## src/rtl/dut_capture_pkg.sv

```systemverilog
// Shared types and the MISR step used by the result-capture block.
// The MISR step is width-generic so any OUT_W up to MisrMaxW can share it.
package dut_capture_pkg;

  localparam int unsigned OutW     = 10;
  localparam int unsigned MisrMaxW = 32;

  typedef enum logic [1:0] {
    StIdle,
    StCapture,
    StDrain,
    StDone
  } state_e;

  // Shift left, fold the outgoing MSB back through the taps, then mix in the data word.
  function automatic logic [MisrMaxW-1:0] misr_step(input logic [MisrMaxW-1:0] sig,
                                                    input logic [MisrMaxW-1:0] data,
                                                    input logic [MisrMaxW-1:0] poly,
                                                    input int unsigned         width);
    logic [MisrMaxW-1:0] mask;
    logic [MisrMaxW-1:0] msb;
    logic [MisrMaxW-1:0] fb;
    mask = {MisrMaxW{1'b1}} >> (MisrMaxW - width);
    msb  = MisrMaxW'(1) << (width - 1);
    fb   = ((sig & msb) != '0) ? poly : '0;
    return ((sig << 1) ^ fb ^ data) & mask;
  endfunction

endpackage

```

## src/rtl/dut_result_capture_if.sv

```systemverilog
// Result-word input stream and writeback output stream of the capture unit.
interface dut_result_capture_if #(
  parameter int unsigned OUT_W = dut_capture_pkg::OutW
) ();

  logic             in_valid;
  logic             in_ready;
  logic [OUT_W-1:0] in_data;
  logic             in_last;
  logic             out_valid;
  logic             out_ready;
  logic [OUT_W-1:0] out_data;

  // master: the stimulus side / writeback sink; slave: the capture unit.
  modport master (
    output in_valid,
    output in_data,
    output in_last,
    output out_ready,
    input  in_ready,
    input  out_valid,
    input  out_data
  );

  modport slave (
    input  in_valid,
    input  in_data,
    input  in_last,
    input  out_ready,
    output in_ready,
    output out_valid,
    output out_data
  );

endinterface

```

## src/rtl/capture_fifo.sv

```systemverilog
// Synchronous first-word-fall-through FIFO with extra-MSB pointers for full/empty.
// When empty, head keeps showing the most recently popped word.
module capture_fifo #(
  parameter int unsigned WIDTH = 10,
  parameter int unsigned DEPTH = 8
) (
  input  logic             clk,
  input  logic             rst,
  input  logic             push,
  input  logic             pop,
  input  logic [WIDTH-1:0] wdata,
  output logic             full,
  output logic             empty,
  output logic [WIDTH-1:0] head
);

  localparam int unsigned AW = $clog2(DEPTH);
  localparam int unsigned PW = AW + 1;

  logic [PW-1:0]    wptr_q, rptr_q;
  logic [WIDTH-1:0] mem_q [DEPTH];
  logic [WIDTH-1:0] last_q;
  logic             do_push, do_pop;

  assign full    = (wptr_q[PW-1] != rptr_q[PW-1]) && (wptr_q[AW-1:0] == rptr_q[AW-1:0]);
  assign empty   = (wptr_q == rptr_q);
  assign do_push = push && !full;
  assign do_pop  = pop && !empty;
  assign head    = empty ? last_q : mem_q[rptr_q[AW-1:0]];

  always_ff @(posedge clk or posedge rst) begin
    if (rst) begin
      wptr_q <= '0;
      rptr_q <= '0;
      last_q <= '0;
    end else begin
      if (do_push) begin
        wptr_q <= wptr_q + PW'(1);
      end
      if (do_pop) begin
        rptr_q <= rptr_q + PW'(1);
        last_q <= mem_q[rptr_q[AW-1:0]];
      end
    end
  end

  // Storage needs no reset: nothing is read from it while the pointers say empty.
  always_ff @(posedge clk) begin
    if (do_push) begin
      mem_q[wptr_q[AW-1:0]] <= wdata;
    end
  end

endmodule

```

## src/rtl/dut_result_capture.sv

```systemverilog
// Captures one DUT result word per vector into a FIFO, folds each into a MISR signature
// and counts vectors, so netlists can be compared by signature as well as by dump.
module dut_result_capture
  import dut_capture_pkg::*;
#(
  parameter int unsigned      OUT_W = OutW,
  parameter int unsigned      DEPTH = 8,
  parameter int unsigned      CNT_W = 16,
  parameter logic [OUT_W-1:0] POLY  = OUT_W'(10'h009),
  parameter logic [OUT_W-1:0] SEED  = '0
) (
  input  logic                clk,
  input  logic                rst,
  input  logic                start,
  dut_result_capture_if.slave bus,
  output logic [OUT_W-1:0]    sig,
  output logic [CNT_W-1:0]    vec_count,
  output logic                done
);

  state_e state_q, state_d;

  logic [OUT_W-1:0]    sig_q, sig_d;
  logic [CNT_W-1:0]    cnt_q, cnt_d;
  logic [MisrMaxW-1:0] misr_full;
  logic                unused_misr;
  logic                fifo_full, fifo_empty;
  logic [OUT_W-1:0]    fifo_head;
  logic                in_ready;
  logic                accept, pop, run_start;

  // in_ready depends only on registered state, never on out_ready.
  assign in_ready  = (state_q == StCapture) && !fifo_full;
  assign accept    = bus.in_valid && in_ready;
  assign pop       = !fifo_empty && bus.out_ready;
  assign run_start = start && ((state_q == StIdle) || (state_q == StDone));

  assign bus.in_ready  = in_ready;
  assign bus.out_valid = !fifo_empty;
  assign bus.out_data  = fifo_head;
  assign sig           = sig_q;
  assign vec_count     = cnt_q;
  assign done          = (state_q == StDone);

  capture_fifo #(
    .WIDTH (OUT_W),
    .DEPTH (DEPTH)
  ) u_fifo (
    .clk   (clk),
    .rst   (rst),
    .push  (accept),
    .pop   (pop),
    .wdata (bus.in_data),
    .full  (fifo_full),
    .empty (fifo_empty),
    .head  (fifo_head)
  );

  always_comb begin
    state_d = state_q;
    case (state_q)
      StIdle:    if (start) state_d = StCapture;
      StCapture: if (accept && bus.in_last) state_d = StDrain;
      StDrain:   if (fifo_empty) state_d = StDone;
      StDone:    if (start) state_d = StCapture;
      default:   state_d = StIdle;
    endcase
  end

  assign misr_full   = misr_step(MisrMaxW'(sig_q), MisrMaxW'(bus.in_data), MisrMaxW'(POLY),
                                 OUT_W);
  assign unused_misr = ^misr_full[MisrMaxW-1:OUT_W];

  always_comb begin
    sig_d = sig_q;
    cnt_d = cnt_q;
    if (run_start) begin
      sig_d = SEED;
      cnt_d = '0;
    end else if (accept) begin
      sig_d = misr_full[OUT_W-1:0];
      if (cnt_q != '1) begin
        cnt_d = cnt_q + CNT_W'(1);
      end
    end
  end

  always_ff @(posedge clk or posedge rst) begin
    if (rst) begin
      state_q <= StIdle;
      sig_q   <= SEED;
      cnt_q   <= '0;
    end else begin
      state_q <= state_d;
      sig_q   <= sig_d;
      cnt_q   <= cnt_d;
    end
  end

endmodule

```

## src/flat_wrapper.sv

```systemverilog
// flat-port wrapper written by rule: the top's interface ports become plain ports
module dut_result_capture_flat import dut_capture_pkg::*;
#(
  parameter int unsigned      OUT_W = OutW,
  parameter int unsigned      DEPTH = 8,
  parameter int unsigned      CNT_W = 16,
  parameter logic [OUT_W-1:0] POLY  = OUT_W'(10'h009),
  parameter logic [OUT_W-1:0] SEED  = '0
)
  (clk, rst, start, sig, vec_count, done, bus_in_valid, bus_in_data, bus_in_last, bus_out_ready, bus_in_ready, bus_out_valid, bus_out_data);
  dut_result_capture_if #(.OUT_W(OUT_W)) bus_i ();
  input  logic clk;
  input  logic rst;
  input  logic start;
  output logic [OUT_W-1:0] sig;
  output logic [CNT_W-1:0] vec_count;
  output logic done;
  input wire logic [$bits(bus_i.in_valid)-1:0] bus_in_valid;
  input wire logic [$bits(bus_i.in_data)-1:0] bus_in_data;
  input wire logic [$bits(bus_i.in_last)-1:0] bus_in_last;
  input wire logic [$bits(bus_i.out_ready)-1:0] bus_out_ready;
  output wire logic [$bits(bus_i.in_ready)-1:0] bus_in_ready;
  output wire logic [$bits(bus_i.out_valid)-1:0] bus_out_valid;
  output wire logic [$bits(bus_i.out_data)-1:0] bus_out_data;
  assign bus_i.in_valid = bus_in_valid;
  assign bus_i.in_data = bus_in_data;
  assign bus_i.in_last = bus_in_last;
  assign bus_i.out_ready = bus_out_ready;
  assign bus_in_ready = bus_i.in_ready;
  assign bus_out_valid = bus_i.out_valid;
  assign bus_out_data = bus_i.out_data;
  dut_result_capture #(.OUT_W(OUT_W), .DEPTH(DEPTH), .CNT_W(CNT_W), .POLY(POLY), .SEED(SEED)) u_core (.clk(clk), .rst(rst), .start(start), .bus(bus_i), .sig(sig), .vec_count(vec_count), .done(done));
endmodule
```

## config.mk

```make
export PLATFORM = sky130hd
export DESIGN_NAME = dut_result_capture_flat
export DESIGN_NICKNAME = d
export VERILOG_FILES = /design/src/rtl/dut_capture_pkg.sv /design/src/rtl/dut_result_capture_if.sv /design/src/rtl/capture_fifo.sv /design/src/rtl/dut_result_capture.sv /design/src/flat_wrapper.sv
export SDC_FILE = /design/constraint.sdc
export NUM_CORES = 1
export LEC_CHECK = 0
export BUFFER_PORTS_ARGS = -buffer_cell sky130_fd_sc_hd__buf_2
export CORE_MARGIN = 4
export CORE_UTILIZATION = 60
export DETAILED_ROUTE_END_ITERATION = 16
export GPL_TIMING_DRIVEN = 0
export HOLD_SLACK_MARGIN = 0.02
export PLACE_DENSITY = 0.81
export SYNTH_ARGS = -nofsm -noshare
export SYNTH_HDL_FRONTEND = slang
export SYNTH_SLANG_ARGS = --single-unit
```

## constraint.sdc

```tcl
create_clock -name clk -period 7.4 [get_ports clk]
set_input_delay 0.37 -clock clk [delete_from_list [all_inputs] [get_ports clk]]
set_output_delay 0.37 -clock clk [all_outputs]
set_load 0.01 [all_outputs]
```

==> results.yml, run 1 <==
pwr:
  swShare: 0.350
  power_frac_seq: 0.357
  switchingPower_uw: 931
  power_leakage_nw: 2.54
  powerDensity_nw_per_um2: 402
  p_comb_frac: 0.374
  peakVddDrop_uv: 226
  p_int_mw: 1.73
  pwr-share-clk: 0.269
synth:
  synth_fp_nets: 413
  synth_top_area_frac: 0.432
  ys_ff_latch: 126
  yosysWarnings: 0
  synth_edf_count: 80
  ys_seq_area_frac: 0.638
  synth.cell_area_sq_um: 5570
  async_reset_ff_frac: 0.365
  synth.avg_cell_area_sq_um: 14.2
  syn_inst: 391
  ys.flop_type: "edfxtp_1"
  synth_cell_types: 49
  yosys-top-cells-area: "edfxtp_1, dfrtp_1, mux4_2"
  yosysTopAreaCell: "edfxtp_1"
worst_setup_path:
  cp_top_family: "buffers and inverters"
  startpoint_type: "register"
  critical_path_required_ps: 7030
  cp_cell_sequence: "buf_4, clkbuf_1, mux4_2, mux2i_1, a21oi_1, buf_2"
  slowest_delay_ps: 540
  crit_arrival_ps: 2570
  cp_max_fo: 10
  cp_slowest_cell: "clkbuf_1"
  critPathKind: "reg -> out"
  cp-end-kind: "primary output"
  path_buf_inv: 3
detailed_routing:
  first_pass_iters: 4
  viasPerCell: 6.07
  wl_per_cell_um: 20.1
  postRouteAntennaNets: 0
  drt-initial-drc-count: 238
  drc: 0
  wl_mm: 11.9
  num_vias: 3593
final_layout:
  area_delta_synth_final_pct: 18.8
  nets: 493
  diodes: 0
  layout_common_cells: "edfxtp_1, buf_2, dfrtp_1, nand2_1, nor2_1"
  final_area_sq_um: 6610
  fillerInstances: 522
  layout-drive-gt1-share: 0.285
  mostFrequentLayoutCell: "edfxtp_1"
clock_network:
  clk_latency_ps: 510
  clock_path_buffers: 2
  cts_tree: "done"
  post_cts_resized: 0
  cts-buffers-inserted: 17
  clk_pin_slew_ps: 60
  cts-root-buf: "clkbuf_8"
  ctsHtreeMaxLevel: 4
  clock-sinks: 126
  cts_setup_buffers: 0
place:
  placed_area_sq_um: 6080
  dp_slack_ps: 4620
  numPortBuffers: 54
  dp_hpwl_mm: 7.87
  place.gp.congestion: 0.838
sta:
  tns_ps: 0
  fin_worst_skew_ps: 12.4
  timing.final.crit_share: 0.397
  rsz0062_at_grt: "no"
  worstMarginPinSlew_ps: 1140
  fmax_mhz: 340
  slew_headroom: 0.237
  whs_ps: 140
  finalSetupViolations: 0
  drv_slew: 0
  period_needed_ps: 2940
  setup_slack_ps: 4460
  finalHoldViolations: 0
global_routing:
  use_met1: 0.320
  grt_first_pass_wirelength_mm: 19.4
  grt_usage: 0.233
  grt_max_degree: 31
  grt_overflow: 0
  gr-max-usage-layer: "met2"
  grt_pass1_vias: 3667
  gr-usage-met2: 0.378
  antenna_found_initial: 0
  use_met3: 0.0583
job:
  cap_violations: 0
die:
  start_util: 0.626
  fp-row-count: 34
  die-area_sq_um: 10900
  core_sq_um: 8890
  fp.dieH_um: 104
  die_w_um: 104
  ios: 55
min_path:
  hp-class: "in -> reg"
run_status:
  status: "finished, final reports clean"
[kinds of logic after synthesis]
| logic type | synth area share |
|---|---|
| buf+inv | 0.0245 |
| xor+xnor | 0.0463 |
| mux | 0.105 |
| fa+ha+maj | 0.0135 |
| simple gates | 0.0980 |
| flops | 0.638 |
| compound gates | 0.0746 |
[through the flow]
stage / std cells / utilization / power, mW
floorplan: 391 / - / 1.64
global route: 592 / 0.744 / 2.81
global placement: 553 / 0.672 / 1.89
CTS: 592 / 0.744 / 2.68
finish: 592 / 0.744 / 2.66
detailed placement: 559 / 0.684 / 1.94
[synth_stat cells (all sizes together), types with 10 or more instances]
library cell,number
edfxtp,80
dfrtp,46
nand2,33
nor2,28
xnor2,21
a21oi,20
mux4,20
o21ai,18
buf,13
mux2i,12
nand3,11
a211oi,10
[path summary, 6_finish.rpt]
check | slack, ps | cells past startpoint | to | start
worst min register to register | 480 | 2 | u_core.u_fifo.last_q[2] | u_core.u_fifo.last_q[2]
worst min-delay path | 140 | 3 | u_core.u_fifo.rptr_q[2] | bus_out_ready
worst max register to register | 4550 | 8 | u_core.u_fifo.mem_q[2][3] | u_core.state_q[1]
max in group asynchronous | 6520 | 4 | u_core.sig[0] | rst
min in group asynchronous | 390 | 3 | u_core.state_q[0] | rst
worst max-delay path | 4460 | 6 | bus_out_data[1] | u_core.u_fifo.rptr_q[1]
[registers in the layout, indices dropped and copies added (netlist names)]
name / cells
u_core.sig: 10
u_core.state_q: 2
u_core.u_fifo.last_q: 10
u_core.u_fifo.mem_q: 80
u_core.u_fifo.rptr_q: 4
u_core.u_fifo.wptr_q: 4
u_core.vec_count: 16
[layout make-up]
cell class | instances | area, sq um | share of cell area
multi-input combinational | 240 | 1910 | 0.289
buffer | 22 | 125 | 0.0189
clock inverter | 13 | 92.6 | 0.0140
tap | 108 | 135 | 0.0204
timing repair buffer | 61 | 349 | 0.0528
sequential | 126 | 3550 | 0.537
inverter | 3 | 11.3 | 0.00170
clock buffer | 19 | 432 | 0.0653
[worst min-delay path, stage by stage]
cell	delay, ps
buf_2	100
nand3_1	70
xnor2_1	60
[power by group through the flow]
stage / clock [mW] / sequential [mW] / combinational (mW)
finish: 0.715 / 0.947 / 0.994
CTS: 0.725 / 0.947 / 1.00
detailed placement: 0 / 0.958 / 0.987
floorplan: 0 / 0.957 / 0.684
global placement: 0 / 0.950 / 0.943
global route: 0.763 / 0.960 / 1.09
[metal layers]
layer | wire length [um] | vias up
li1 | - | 1647
met1 | 5020 | 1802
met2 | 6040 | 128
met3 | 721 | 16
met4 | 138 | 0
met5 | 0 | -
[what timing repair did]
action,CTS,global route
hold buffers,1,0
hold endpoints to repair,16,0
endpoints found under the setup margin,0,0
(Power assumes the default switching activity.)
==> inputs of run 2 (changes only) <==
--- a/config.mk
+++ b/config.mk
@@ -7,11 +7,11 @@
 export LEC_CHECK = 0
 export BUFFER_PORTS_ARGS = -buffer_cell sky130_fd_sc_hd__buf_2
 export CORE_MARGIN = 4
-export CORE_UTILIZATION = 60
+export CORE_UTILIZATION = 59
 export DETAILED_ROUTE_END_ITERATION = 16
 export GPL_TIMING_DRIVEN = 0
 export HOLD_SLACK_MARGIN = 0.02
-export PLACE_DENSITY = 0.81
+export PLACE_DENSITY = 0.8
 export SYNTH_ARGS = -nofsm -noshare
 export SYNTH_HDL_FRONTEND = slang
 export SYNTH_SLANG_ARGS = --single-unit
==> constraint.sdc (replaced) <==
create_clock -name clk -period 2.75 [get_ports clk]
set_input_delay 0.1375 -clock clk [delete_from_list [all_inputs] [get_ports clk]]
set_output_delay 0.1375 -clock clk [all_outputs]
set_load 0.01 [all_outputs]
==> results.yml, run 2 (synthesis results as in run 1) <==
pwr:
  pwr-share-clk: 0.296
  swShare: 0.337
  powerDensity_nw_per_um2: 1090
  peakVddDrop_uv: 618
  p_int_mw: 4.92
  switchingPower_mw: 2.51
  power_frac_seq: 0.343
  p_comb_frac: 0.360
  power_leakage_nw: 2.63
worst_setup_path:
  critical_path_required_ps: 2880
  slowest_delay_ps: 850
  cp_cell_sequence: "inv_1, ha_1, and2_1, o41a_1, buf_6, nand2_1, nor3b_2"
  startpoint_type: "register"
  cp-end-kind: "register"
  cp_slowest_cell: "nor3b_2"
  path_buf_inv: 2
  cp_max_fo: 10
  crit_arrival_ps: 2760
  critPathKind: "reg -> reg"
  cp_top_family: "simple AND/OR/NAND/NOR gates"
sta:
  fin_worst_skew_ps: 8.36
  tns_ps: 0
  finalHoldViolations: 0
  setup_slack_ps: 113
  timing.final.crit_share: 0.959
  rsz0062_at_grt: "yes"
  fmax_mhz: 379
  period_needed_ps: 2640
  drv_slew: 0
  worstMarginPinSlew_ps: 1020
  slew_headroom: 0.319
  finalSetupViolations: 0
place:
  numPortBuffers: 54
  dp_slack_ps: -142
  dp_hpwl_mm: 7.84
  place.gp.congestion: 0.858
final_layout:
  diodes: 0
  seq_area_sq_um: 3550
  multi_input_area_sq_um: 1920
  area_delta_synth_final_pct: 22.6
  mostFrequentLayoutCell: "edfxtp_1"
  fillerInstances: 575
  layout-drive-gt1-share: 0.280
  layout_common_cells: "edfxtp_1, buf_2, dfrtp_1, nand2_1, nor2_1"
  post-route-util: 0.742
  nets: 505
  largest_reg_flops: 80
detailed_routing:
  drc: 0
  drt-initial-drc-count: 348
  num_vias: 3620
  first_pass_iters: 5
  viasPerCell: 5.96
  wl_per_cell_um: 19.4
  postRouteAntennaNets: 0
  wl_mm: 11.7
clock_network:
  clock-sinks: 126
  ctsHtreeMaxLevel: 4
  clock_path_buffers: 2
  cts-buffers-inserted: 17
  clk_pin_slew_ps: 60
  clk_latency_ps: 510
  cts-root-buf: "clkbuf_8"
  cts_tree: "done"
die:
  fp.dieH_um: 105
  fp-row-count: 35
  die-area_sq_um: 11100
  ios: 55
  start_util: 0.605
  die_w_um: 105
  core_sq_um: 9200
global_routing:
  grt_pass1_vias: 3627
  grt_overflow: 0
  grt_max_degree: 32
  antenna_found_initial: 0
  grt_usage: 0.228
  grt_first_pass_wirelength_mm: 19.2
min_path:
  hp-class: "in -> reg"
run_status:
  status: "finished, final reports clean"
job:
  cap_violations: 0
-- run 2: worst min-delay path, stage by stage --
cell and delay (ps):
buf_2 100, nand2_1 50, o21ai_0 80, nand2_1 70, o22ai_1 70
-- run 2: power groups by stage --
stage | Sequential (mW) | Clock (mW) | Combinational [mW]
detailed placement | 2.58 | 0 | 2.64
global route | 2.59 | 2.33 | 2.95
finish | 2.55 | 2.20 | 2.68
floorplan | 2.58 | 0 | 1.84
CTS | 2.55 | 2.24 | 2.69
global placement | 2.56 | 0 | 2.53
-- run 2: final timing paths --
kind	start	endpoint	slack, ps	cells past startpoint
worst max-delay path	u_core.state_q[1]	u_core.u_fifo.mem_q[3][9]	110	7
worst min-delay path	bus_in_last	u_core.state_q[1]	50	5
worst max register to register	u_core.state_q[1]	u_core.u_fifo.mem_q[3][9]	110	7
worst min register to register	u_core.u_fifo.last_q[4]	u_core.u_fifo.last_q[4]	480	2
max in group asynchronous	rst	u_core.sig[3]	2120	4
min in group asynchronous	rst	u_core.u_fifo.rptr_q[3]	150	3
-- run 2: final cells by class --
cell class,instances,share of cell area
inverter,3,0.00165
sequential,126,0.521
timing repair buffer,73,0.0697
buffer,22,0.0194
multi-input combinational,240,0.282
clock inverter,12,0.0238
clock buffer,20,0.0624
tap,111,0.0204
-- run 2: per-layer routing --
metal  global-route usage  vias to the layer above  wire length, um
met4               0.0740                        0              161
met5                    0                        -                0
met2                0.361                      134             5810
li1                     -                     1675                -
met3               0.0519                       19              734
met1                0.315                     1792             5040
-- run 2: repair_timing --
item / CTS / global route
resized for setup: 2 / 5
hold endpoints to repair: 130 / 0
pin swaps: 0 / 1
hold buffers: 15 / 0
setup buffers: 0 / 1
setup endpoints to repair: 11 / 47
-- run 2: per-stage QoR --
step,total power [mW],instances,hold WS [ps],cell area [sq um]
global route,7.86,607,80.0,6820
detailed placement,5.22,559,133,6050
floorplan,4.42,391,236,5570
finish,7.43,607,50.3,6820
CTS,7.47,606,26.0,6790
global placement,5.09,556,417,5970
==> inputs of run 3 (changes only) <==
--- a/config.mk
+++ b/config.mk
@@ -6,12 +6,14 @@
 export NUM_CORES = 1
 export LEC_CHECK = 0
 export BUFFER_PORTS_ARGS = -buffer_cell sky130_fd_sc_hd__buf_2
+export CAP_MARGIN = 25
 export CORE_MARGIN = 4
 export CORE_UTILIZATION = 59
 export DETAILED_ROUTE_END_ITERATION = 16
 export GPL_TIMING_DRIVEN = 0
 export HOLD_SLACK_MARGIN = 0.02
 export PLACE_DENSITY = 0.8
+export SETUP_SLACK_MARGIN = 0.4
 export SYNTH_ARGS = -nofsm -noshare
 export SYNTH_HDL_FRONTEND = slang
 export SYNTH_SLANG_ARGS = --single-unit
==> constraint.sdc (replaced) <==
create_clock -name clk -period 2.75 [get_ports clk]
set_input_delay 0 -clock clk [delete_from_list [all_inputs] [get_ports clk]]
set_output_delay 0 -clock clk [all_outputs]
set_load 0.01 [all_outputs]
==> results.yml, run 3 (synthesis results as in run 1) <==
run_status:
  status: "finished, final reports clean"
worst_setup_path:
  cp_max_fo: 9
  critPathKind: "reg -> reg"
  cp-end-kind: "register"
  startpoint_type: "register"
  crit_arrival_ps: 2670
  reg2reg_to: "u_core.vec_count[5]"
  reg2reg_slack_ps: 460
  crit-reg2reg-launch: "u_core.state_q[0]"
  critical_path_required_ps: 3130
  r2r_cells: 8
min_path:
  min_to: "u_core.u_fifo.rptr_q[2]"
  min_path_cells: 4
  hp-class: "in -> reg"
  hp-start: "bus_out_ready"
global_routing:
  grt_max_degree: 36
  grt_usage: 0.249
  grt_first_pass_wirelength_mm: 21.0
  grt_overflow: 0
  grt_pass1_vias: 3914
  antenna_found_initial: 0
clock_network:
  cts_tree: "done"
  clk_pin_slew_ps: 60
  clock_path_buffers: 2
  ctsHtreeMaxLevel: 4
  clock-sinks: 126
  clk_latency_ps: 520
  cts-buffers-inserted: 17
  cts-root-buf: "clkbuf_8"
sta:
  drv_slew: 0
  worstMarginPinSlew_ps: 664
  timing.final.crit_share: 0.832
  whs_ps: 318
  fmax_mhz: 437
  finalSetupViolations: 0
  finalHoldViolations: 0
  rsz0062_at_grt: "yes"
  fin_worst_skew_ps: 16.2
  slew_headroom: 0.556
  period_needed_ps: 2290
final_layout:
  nets: 515
  layout_common_cells: "edfxtp_1, buf_2, dfrtp_1, nand2_1, nor2_1"
  area_delta_synth_final_pct: 28.1
  fillerInstances: 489
  diodes: 0
  mostFrequentLayoutCell: "edfxtp_1"
  largest_reg_flops: 80
  final_area_sq_um: 7130
  layout-drive-gt1-share: 0.326
die:
  die_w_um: 105
  die-area_sq_um: 11100
  core_sq_um: 9200
  fp-row-count: 35
  fp.dieH_um: 105
  start_util: 0.605
  ios: 55
detailed_routing:
  wl_per_cell_um: 22.3
  viasPerCell: 6.30
  drc: 0
  wl_mm: 13.8
  drt-initial-drc-count: 346
  first_pass_iters: 5
  postRouteAntennaNets: 0
  num_vias: 3886
place:
  dp_hpwl_mm: 7.89
  place.gp.congestion: 0.851
  numPortBuffers: 54
  placed_area_sq_um: 6060
pwr:
  finalPower_mw: 8.07
  power_leakage_nw: 2.75
  powerDensity_nw_per_um2: 1130
  peakVddDrop_uv: 720
job:
  cap_violations: 0
[run 3: through the flow]
stage | cells | util | worst slack, ps | TNS [ps]
floorplan | 391 | - | 415 | 0
global placement | 556 | 0.653 | -200 | -3370
CTS | 615 | 0.760 | 285 | 0
finish | 617 | 0.775 | 463 | 0
global route | 617 | 0.775 | 355 | 0
detailed placement | 560 | 0.659 | -43.3 | -430
[run 3: worst max path at each step]
stage / slack (ps) / to / startpoint / depth (start not counted)
floorplan: 420 / u_core.u_fifo.mem_q[1][0] / u_core.state_q[1] / 7
global placement: -200 / u_core.u_fifo.mem_q[1][1] / u_core.state_q[1] / 7
detailed placement: -40 / u_core.u_fifo.mem_q[2][1] / u_core.state_q[1] / 8
CTS: 280 / u_core.u_fifo.mem_q[2][9] / u_core.state_q[1] / 9
global route: 350 / u_core.vec_count[5] / u_core.state_q[0] / 8
finish: 460 / u_core.vec_count[5] / u_core.state_q[0] / 8
[run 3: area by class of cell]
class / instances / area (sq um) / area share
Multi-Input combinational cell: 240 / 2050 / 0.288
Sequential cell: 126 / 3550 / 0.499
Tap cell: 111 / 139 / 0.0195
Inverter: 3 / 11.3 / 0.00158
Buffer: 22 / 165 / 0.0232
Clock inverter: 14 / 204 / 0.0286
Timing Repair Buffer: 83 / 576 / 0.0807
Clock buffer: 18 / 428 / 0.0600
[run 3: per-layer routing]
layer / wire length, um / GRT usage
met2: 7000 / 0.416
met1: 5560 / 0.337
met5: 0 / 0
met3: 992 / 0.0426
met4: 218 / 0.0797
[run 3: report_power, final]
| part | total (mW) | internal, mW | switching (mW) |
|---|---|---|---|
| logic | 3.10 | 1.37 | 1.72 |
| registers | 2.56 | 2.36 | 0.209 |
| clock network | 2.41 | 1.52 | 0.890 |
[run 3: critical path, stage by stage, from the launching register on]
cell and delay (ps):
dfrtp_1 370, inv_1 70, ha_1 350, and2_1 180
buf_2 180, or4_4 590, o21ai_4 210, or3_1 140
a21oi_1 60
[run 3: repair_timing]
item                                    4_1_cts  5_1_grt
hold buffers                                 17        0
pin swaps                                     5        3
cloned                                        0        0
endpoints found under the setup margin       74       77
setup buffers                                 6        2
gates resized for setup                      15       33
hold endpoints to repair                    144        0
